**config.mk**
```make
export PLATFORM = sky130hd
export DESIGN_NAME = gold_interaction_ctrl
export DESIGN_NICKNAME = d
export VERILOG_FILES = /design/src/rtl/gold_interaction_ctrl.sv
export SDC_FILE = /design/constraint.sdc
export NUM_CORES = 1
export LEC_CHECK = 0
export CAP_MARGIN = 20
export CORE_ASPECT_RATIO = 1.25
export CORE_MARGIN = 2
export CORE_UTILIZATION = 50
export CTS_BUF_LIST = sky130_fd_sc_hd__clkbuf_8
export CTS_CLUSTER_DIAMETER = 200
export DETAILED_ROUTE_END_ITERATION = 8
export PLACE_DENSITY = 0.85
export SLEW_MARGIN = 40
export SYNTH_ARGS = -nofsm -noshare
export SYNTH_HDL_FRONTEND = slang
export SYNTH_SLANG_ARGS = --single-unit
```
**constraint.sdc**
```tcl
create_clock -name clk -period 3.18 [get_ports clk]
set_clock_uncertainty 0.05 [all_clocks]
set_input_delay 0.636 -clock clk [delete_from_list [all_inputs] [get_ports clk]]
set_output_delay 0.636 -clock clk [all_outputs]
set_load 0.02 [all_outputs]
```
**src/rtl/gold_interaction_ctrl.sv**
```systemverilog
// Digger-side interaction controller for one gold bag: turns frame-latched overlap
// into push / kill / eat events for the gold FSM and the score block.
module gold_interaction_ctrl #(
    parameter int PUSH_COOLDOWN_FRAMES = 16,
    parameter int ROW_TOL              = 16,
    parameter int KILL_Y_MARGIN        = 8,
    parameter int SCORE_VALUE          = 500
) (
    input  logic        clk,
    input  logic        resetN,
    input  logic        startOfFrame,
    input  logic        hit,
    input  logic [3:0]  gold_state,
    input  logic [10:0] goldX,
    input  logic [10:0] goldY,
    input  logic [10:0] diggerX,
    input  logic [10:0] diggerY,
    output logic        push,
    output logic        side,
    output logic        been_eaten,
    output logic        digger_killed,
    output logic        score_add,
    output logic [11:0] score_value,
    output logic [2:0]  fsm_state
);

    typedef enum logic [2:0] {
        WATCH    = 3'd0,
        COOLDOWN = 3'd1,
        KILLED   = 3'd2,
        EAT_WAIT = 3'd3,
        DONE     = 3'd4
    } state_t;

    localparam int CNT_W = $clog2(PUSH_COOLDOWN_FRAMES + 1);
    localparam logic signed [11:0] KILL_MARGIN = 12'(KILL_Y_MARGIN);
    localparam logic [11:0]        ROW_LIMIT   = 12'(ROW_TOL);
    localparam logic [CNT_W-1:0]   CNT_LOAD    = CNT_W'(PUSH_COOLDOWN_FRAMES - 1);

    localparam logic [3:0] GS_IDLE    = 4'd0;
    localparam logic [3:0] GS_FALLING = 4'd1;
    localparam logic [3:0] GS_CRASHED = 4'd2;
    localparam logic [3:0] GS_EATEN   = 4'd3;

    state_t           state, state_n;
    logic [CNT_W-1:0] cnt, cnt_n;
    logic             hit_flag, hit_flag_n;
    logic             push_n, side_n, eaten_n, killed_n, score_add_n;
    logic [11:0]      score_value_n;

    // Coordinates are sign-extended so a bag or digger partly off-screen compares correctly.
    logic signed [11:0] dy;
    logic [11:0]        dy_abs;
    logic               row_ok, below_ok, digger_right;

    assign dy           = $signed({diggerY[10], diggerY}) - $signed({goldY[10], goldY});
    assign dy_abs       = dy[11] ? 12'(-dy) : 12'(dy);
    assign row_ok       = dy_abs < ROW_LIMIT;
    assign below_ok     = dy >= KILL_MARGIN;
    assign digger_right = $signed(diggerX) > $signed(goldX);

    assign fsm_state = state;

    always_comb begin
        state_n       = state;
        cnt_n         = cnt;
        hit_flag_n    = hit_flag | hit;
        push_n        = 1'b0;
        side_n        = side;
        eaten_n       = been_eaten;
        killed_n      = 1'b0;
        score_add_n   = 1'b0;
        score_value_n = 12'd0;

        if (startOfFrame) begin
            // The overlap seen on the frame-start cycle itself belongs to no frame.
            hit_flag_n = 1'b0;
            case (state)
                WATCH: begin
                    if (hit_flag) begin
                        if (gold_state == GS_IDLE && row_ok) begin
                            push_n  = 1'b1;
                            side_n  = digger_right;
                            cnt_n   = CNT_LOAD;
                            state_n = COOLDOWN;
                        end else if (gold_state == GS_FALLING && below_ok) begin
                            killed_n = 1'b1;
                            state_n  = KILLED;
                        end else if (gold_state == GS_CRASHED) begin
                            eaten_n       = 1'b1;
                            score_add_n   = 1'b1;
                            score_value_n = 12'(SCORE_VALUE);
                            state_n       = EAT_WAIT;
                        end
                    end
                end
                COOLDOWN: begin
                    if (cnt == '0) state_n = WATCH;
                    else           cnt_n   = cnt - 1'b1;
                end
                KILLED: begin
                    if (gold_state != GS_FALLING) state_n = WATCH;
                end
                EAT_WAIT: begin
                    if (gold_state == GS_EATEN) begin
                        eaten_n = 1'b0;
                        side_n  = 1'b0;
                        state_n = DONE;
                    end
                end
                DONE: begin
                    state_n = DONE;
                end
                default: begin
                    state_n = WATCH;
                end
            endcase
        end
    end

    always_ff @(posedge clk or negedge resetN) begin
        if (!resetN) begin
            state         <= WATCH;
            cnt           <= '0;
            hit_flag      <= 1'b0;
            push          <= 1'b0;
            side          <= 1'b0;
            been_eaten    <= 1'b0;
            digger_killed <= 1'b0;
            score_add     <= 1'b0;
            score_value   <= 12'd0;
        end else begin
            state         <= state_n;
            cnt           <= cnt_n;
            hit_flag      <= hit_flag_n;
            push          <= push_n;
            side          <= side_n;
            been_eaten    <= eaten_n;
            digger_killed <= killed_n;
            score_add     <= score_add_n;
            score_value   <= score_value_n;
        end
    end

endmodule
```
==> impl_metrics.csv, run 1 <==
group,metric,value,unit
floorplan,fp.coreArea,3820,sq um
hold_path,hold_path_end,"been_eaten",
synthesis,post-synth-top-count-cell,"inv_1",
grt,grt_pass1_wl,11.7,mm
cts,hold_buffers,0,
hold_path,worstHoldStart,"been_eaten",
power,p_per_area,261,nW/um^2
sta,final-hold-violation-count,0,
finish,layout.nets,443,
detailed_routing,vias,2533,
sta,fin_crit,3110,ps
grt,grt_pass1_vias,2577,
grt,grt_max_degree,15,
critical_path,cpMaxStageDelayCell,"or4_4",
floorplan,io_pins,72,
sta,tightest_slew,623,ps
placed_design,place_area,2950,sq um
power,ir_worst_vdd,0.136,mV
detailed_routing,via_per_inst,6.05,
synthesis,yosysWarnings,0,
detailed_routing,wire_per_inst,18.5,um
finish,fillers,203,
critical_path,reg2reg_slack,820,ps
finish,synthToLayoutAreaGrowth,64.1,%
synthesis,synthArstFlopShare,100,%
placed_design,place_congestion,0.883,
detailed_routing,dr.pass1.iters,7,
cts,root_buffer,"clkbuf_8",
finish,ff_latch_area,350,sq um
cts,clkTransAtPathRegs,60,ps
finish,drive_gt1_share,32.6,%
critical_path,worstPathRequired,3280,ps
synthesis,synth_top_area_share,17.5,%
sta,min_period_over_period,97.6,%
sta,setup_tns,0,ps
run_status,status,"finished clean",
cts,clk_path_buf_depth,2,
placed_design,place_inst,407,
finish,fin_cells,419,
critical_path,crit_path_end_kind,"register",
sta,setup_viol_count_final,0,
sta,slew_headroom,58.4,%
hold_path,whs_path_depth,2,
cts,ctsHtreeMaxLevel,1,
critical_path,worstSetupPathType,"in -> reg",
cts,clk_latency,250,ps
floorplan,initial_utilization,52.5,%
cts,cts.sinks,14,
synthesis,synth_seq_cells,14,
cts,numCtsBuffers,3,
critical_path,r2r-start,"fsm_state[1]",
sta,slew_viol_final,0,
synthesis,synthesis.area,2000,sq um
sta,fin_hold_ws,489,ps
critical_path,crit_path_start_kind,"primary input",
detailed_routing,drt_iter0_drc,173,
synthesis,yosysTopAreaCell,"dfrtp_1",
power,p_leak,1.47,nW
floorplan,fp.dieW,60.6,um
floorplan,die-area,4530,sq um
synthesis,yosys-top-cells-area,"dfrtp_1 18%, ha_1 15%, inv_1 5.4%, a21oi_1 4.5%, buf_4 4.5%",
sta,fmax,0.322,GHz
critical_path,crit_fanout,4,
synthesis,ys_types,61,
detailed_routing,ant_nets,0,
critical_path,critPathMaxStageDelay,500,ps
synthesis,synth-main-ff-cell,"dfrtp_1",
detailed_routing,route.detailed.drc,0,
detailed_routing,drt_wl_total,7.75,mm
grt,grt.overflow.total,0,
finish,final_area,3280,sq um
flow_run,maxCapViolCount,0,
critical_path,cp_num_buf_inv,2,
cts,cts_tree,"yes",
synthesis,synth_common_cells,"29 x inv_1, 24 x ha_1, 20 x nor2_1",
floorplan,die_y,74.7,um
critical_path,critPathArrivalTime,3200,ps
synthesis,yosysSeqAreaShare,17.5,%
floorplan,rows,25,
grt,grt_usage,34.1,%
placed_design,dp_hpwl,4.85,mm
power,power,858,uW
hold_path,hp-class,"reg -> reg",
finish,multi_input_area,1670,sq um
synthesis,avgSynthCellArea,7.88,sq um
critical_path,r2r-end,"fsm_state[1]",
critical_path,path_cells,"clkdlybuf4s15_1 -> inv_2 -> ha_4 -> and2b_2 -> o2111ai_2 -> nand3b_1 -> xnor2_1 -> or4_4 -> a211oi_4 -> o211ai_1 -> a21o_1",
grt,grt_antenna_before_repair,0,
critical_path,path_delay_family,"compound AO/OA/AOI/OAI gates",
placed_design,numPortBuffers,65,
synthesis,synth_edf_count,0,
critical_path,r2r_cells,6,
synthesis,synthCells,254,
finish,num_antenna_cells,0,
-- cells by family (layout without fill, tap and decap cells) --
family                     Yosys count  count (layout)  share of synthesized area (%)
AOI/OAI and AO/OA                   70              70                           25.6
and+or+nand+nor                     88              88                           24.1
other                                1               6                          0.187
muxes                                4               4                           2.00
DFF                                 14              14                           17.5
buffers and inverters               45             151                           11.6
xor gates and xnor gates             7               7                           3.06
adders and majority gates           25              25                           16.0
-- metal layers --
layer  routed length (um)  up-vias  GRT usage, %
met4                  626        0          23.9
met2                 4040      173          63.4
met3                  382       65          3.78
met5                    0        -             0
li1                     -     1121             -
met1                 2700     1174          34.4
-- worst max path at each step --
stage	slack, ps	start	to	depth (start not counted)
after floorplan	70	diggerY[0]	cnt[4]	11
after global placement	-440	diggerY[0]	cnt[4]	12
after detailed placement	-550	diggerY[0]	cnt[4]	12
after CTS	4	goldY[0]	cnt[4]	12
after global routing	-20	goldY[2]	cnt[4]	13
final	70	goldY[2]	cnt[4]	11
-- worst register-to-register path, stage by stage, from the launching register on --
cell and delay [ps]:
dfrtp_1 490, or3_2 540, o21ai_0 410, nor2_1 170, o21ai_0 260, mux2i_1 270, a21oi_1 60
-- per-stage QoR --
step | setup slack (ps) | util, %
2_1_floorplan | 67.8 | -
3_3_place_gp | -438 | 77.4
3_5_place_dp | -547 | 77.4
4_1_cts | 3.77 | 84.6
5_1_grt | -16.9 | 86.1
6_report | 74.9 | 86.1
-- registers in the layout, indices dropped and copies added (netlist names) --
register,cells
digger_killed,1
hit_flag,1
side,1
cnt,5
been_eaten,1
score_value,1
push,1
fsm_state,3
-- layout make-up --
class / count / share of cell area (%)
multi-input combinational: 200 / 51.0
timing repair buffer: 118 / 31.3
sequential: 14 / 10.7
inverter: 29 / 3.31
tap: 54 / 2.06
clock buffer: 4 / 1.68
-- cell usage in the layout (no fill, tap or decap), types with 10 or more instances in the layout --
| cell | count |
|---|---|
| a21oi_1 | 17 |
| nor3_1 | 11 |
| nor2_1 | 19 |
| inv_2 | 12 |
| o21ai_0 | 13 |
| dfrtp_1 | 14 |
| dlygate4sd2_1 | 13 |
| ha_4 | 10 |
| nand2_1 | 10 |
| inv_1 | 17 |
| buf_4 | 49 |
| ha_1 | 14 |
| clkdlybuf4s50_1 | 46 |
-- what timing repair did --
item / 4_1_cts / 5_1_grt
setup buffers: 8 / 2
pin swaps: 24 / 13
resized for setup: 58 / 23
setup endpoints to repair: 9 / 8
-- power by group --
part           leakage [nW]  switching [mW]  total, mW  internal, mW
clock network        0.0288          0.0652      0.175         0.110
logic                  1.25           0.244      0.499         0.255
registers             0.189         0.00334      0.184         0.181
(Power assumes the default switching activity.)
==> run 2: changes to the inputs <==
--- a/config.mk
+++ b/config.mk
@@ -5,7 +5,6 @@
 export SDC_FILE = /design/constraint.sdc
 export NUM_CORES = 1
 export LEC_CHECK = 0
-export CAP_MARGIN = 20
 export CORE_ASPECT_RATIO = 1.25
 export CORE_MARGIN = 2
 export CORE_UTILIZATION = 50
==> results of run 2 <==
Final layout, timing and power as in run 1 (identical DEF).
==> run 3: changes to the inputs <==
--- a/config.mk
+++ b/config.mk
@@ -16,3 +16,4 @@
 export SYNTH_ARGS = -nofsm -noshare
 export SYNTH_HDL_FRONTEND = slang
 export SYNTH_SLANG_ARGS = --single-unit
+export TNS_END_PERCENT = 100
==> results of run 3 <==
Final layout, timing and power as in run 1 (identical DEF).
==> RTL edit 1, RTL diff (flow settings as in run 3) <==
Remove the register `score_value`: a continuous assignment takes its place, so the output `score_value` follows one clock earlier.
--- a/src/rtl/gold_interaction_ctrl.sv
+++ b/src/rtl/gold_interaction_ctrl.sv
@@ -128,7 +128,6 @@
             been_eaten    <= 1'b0;
             digger_killed <= 1'b0;
             score_add     <= 1'b0;
-            score_value   <= 12'd0;
         end else begin
             state         <= state_n;
             cnt           <= cnt_n;
@@ -138,8 +137,9 @@
             been_eaten    <= eaten_n;
             digger_killed <= killed_n;
             score_add     <= score_add_n;
-            score_value   <= score_value_n;
         end
     end
 
+    assign score_value = score_value_n;
+
 endmodule
Formal check against the unedited RTL: not equivalent (a bounded check fails within 4 cycles, from zero or initial values and one cycle with resetN low).
==> RTL edit 1 against run 3 <==
The flow now finishes with violations (negative setup slack); count of clock-buffer cells in the layout is the same; worst setup slack worse by 0.12 ns; highest routed layer unchanged; cell count is 1.4% lower; wire length decreased by 17%; via count decreased by 7.8%; sequential cell count unchanged; area after synthesis is 0.56% higher; non-clock buffer count shrank 2; largest cell class unchanged; synthesized cell count did not move; final area about the same; critical path type unchanged; combinational power is 18% higher; power increased by 14%; utilization is essentially flat.
==> RTL edit 1: results (changes against run 3) <==
failing checks negative setup slack; largest net degree at the start of global routing 15 (unchanged); vias post-DR 2336 (-7.8%); Final setup violation count 5 (+5); WL per Instance 15.6 um (-16%); CTS Buf Count 3 (unchanged); nets 437 (-1.4%); CP max FO 6 (+2); final RePlAce weighted congestion 0.848 (-3.9%); most instantiated cells after synthesis inv_1, ha_1, nor2_1; vias in the first global route 2237 (-13%); worst hold slack 0.475 ns (-0.0145 ns); All-Layer GR Usage 0.257 (-0.0847); Synth top area share 0.174 (-0.000979); filler instances 240 (+18%); Initial DRC Count 163 (-5.8%); P_leak 1.66 nW (+13%); DPL Wire Length 4190 um (-14%); count of cell types in the netlist 64 (+4.9%); router iterations before antenna repair 4 (-3); Clk Latency, worst-skew pair 0.24 ns; Slew headroom 0.590 (+0.00622); reg-to-reg slack, setup 1.26 ns (+0.44 ns); worst vdd ir 0.172 mV (+26%); Buffers on Ports 65 (unchanged); register area share after synthesis 0.174 (-0.000979); top cells by area, synth dfrtp_1, ha_1, inv_1; H-tree levels 1 (unchanged); share of layout cells above drive strength 1 0.304 (-0.0224); status finished with violations; critical path arrival 3.35 ns (+0.15 ns); first-pass GRT wire length 9250 um (-21%); fin worst setup slack -0.0447 ns (-0.120 ns)
==> RTL edit 1: cell type report <==
class                   count  area (um^2)  area share
multi-input cells         198         1660       0.505
repair buffers            116         1050       0.320
flip-flops and latches     14          350       0.107
inverters                  27          101      0.0308
well taps                  54         67.6      0.0206
clock buffers               4         55.1      0.0168
==> RTL edit 1: timing repair <==
item | 4_1_cts | 5_1_grt
buffers inserted | 4 | 4
hold buffers | 0 | 0
pin swaps | 30 | 28
setup endpoints to repair | 11 | 15
cloned | 0 | 0
endpoints found under the hold margin | 0 | 0
resized for setup | 47 | 37
==> RTL edit 1: worst paths after layout <==
check                                              start                     end  cells after the start
worst max register to register  fsm_state[0]$_DFFE_PN0P_        side$_DFFE_PN0P_                      8
worst max-delay path                            goldY[2]      cnt[3]$_DFFE_PN0P_                     12
worst min register to register    been_eaten$_DFFE_PN0P_  been_eaten$_DFFE_PN0P_                      2
max in group asynchronous                         resetN      cnt[4]$_DFFE_PN0P_                      1
min in group asynchronous                         resetN      cnt[2]$_DFFE_PN0P_                      1
worst min-delay path              been_eaten$_DFFE_PN0P_  been_eaten$_DFFE_PN0P_                      2
==> RTL edit 1: layer usage <==
metal / vias to the layer above / routed length, um / global-route usage
li1: 1120 / - / -
met1: 1098 / 2370 / 0.293
met2: 100 / 3520 / 0.481
met3: 18 / 349 / 0.0326
met4: 0 / 184 / 0.0870
met5: - / 0 / 0
==> RTL edit 1: cells by family (layout without fill, tap and decap cells) <==
family | count (synthesis) | after routing | share of synthesized area
and+or+nand+nor | 81 | 81 | 0.223
DFF | 14 | 14 | 0.174
muxes | 2 | 2 | 0.0106
other | 1 | 6 | 0.00186
AOI/OAI and AO/OA | 78 | 78 | 0.292
adders and majority gates | 25 | 25 | 0.159
xor gates and xnor gates | 6 | 6 | 0.0261
buffers and inverters | 47 | 147 | 0.113
==> RTL edit 1: metrics by stage <==
step	cell area [um^2]	total power, mW	setup TNS, ns	std cells	setup WS (ns)
after floorplan	2040	0.514	0	259	0.00314
after detailed placement	2960	0.727	-4.95	401	-0.573
after global placement	2960	0.715	-4.74	401	-0.540
after global routing	3290	1.05	-0.883	413	-0.146
final	3290	0.981	-0.112	413	-0.0447
after CTS	3130	0.925	0	409	0.00315
==> RTL edit 1: worst max-delay path, cell delays in order <==
cell           delay (ns)
dlygate4sd2_1        0.23
inv_2                0.06
ha_4                 0.17
buf_4                0.13
or2_2                0.33
o211ai_1             0.32
a21oi_2              0.15
xnor2_2              0.18
a311o_2              0.32
o31a_1               0.33
nor3_4               0.31
o31a_1               0.19
==> RTL edit 1: where the power goes <==
part	switching [mW]	internal, mW
logic	0.277	0.310
registers	0.0311	0.193
clock network	0.0604	0.110
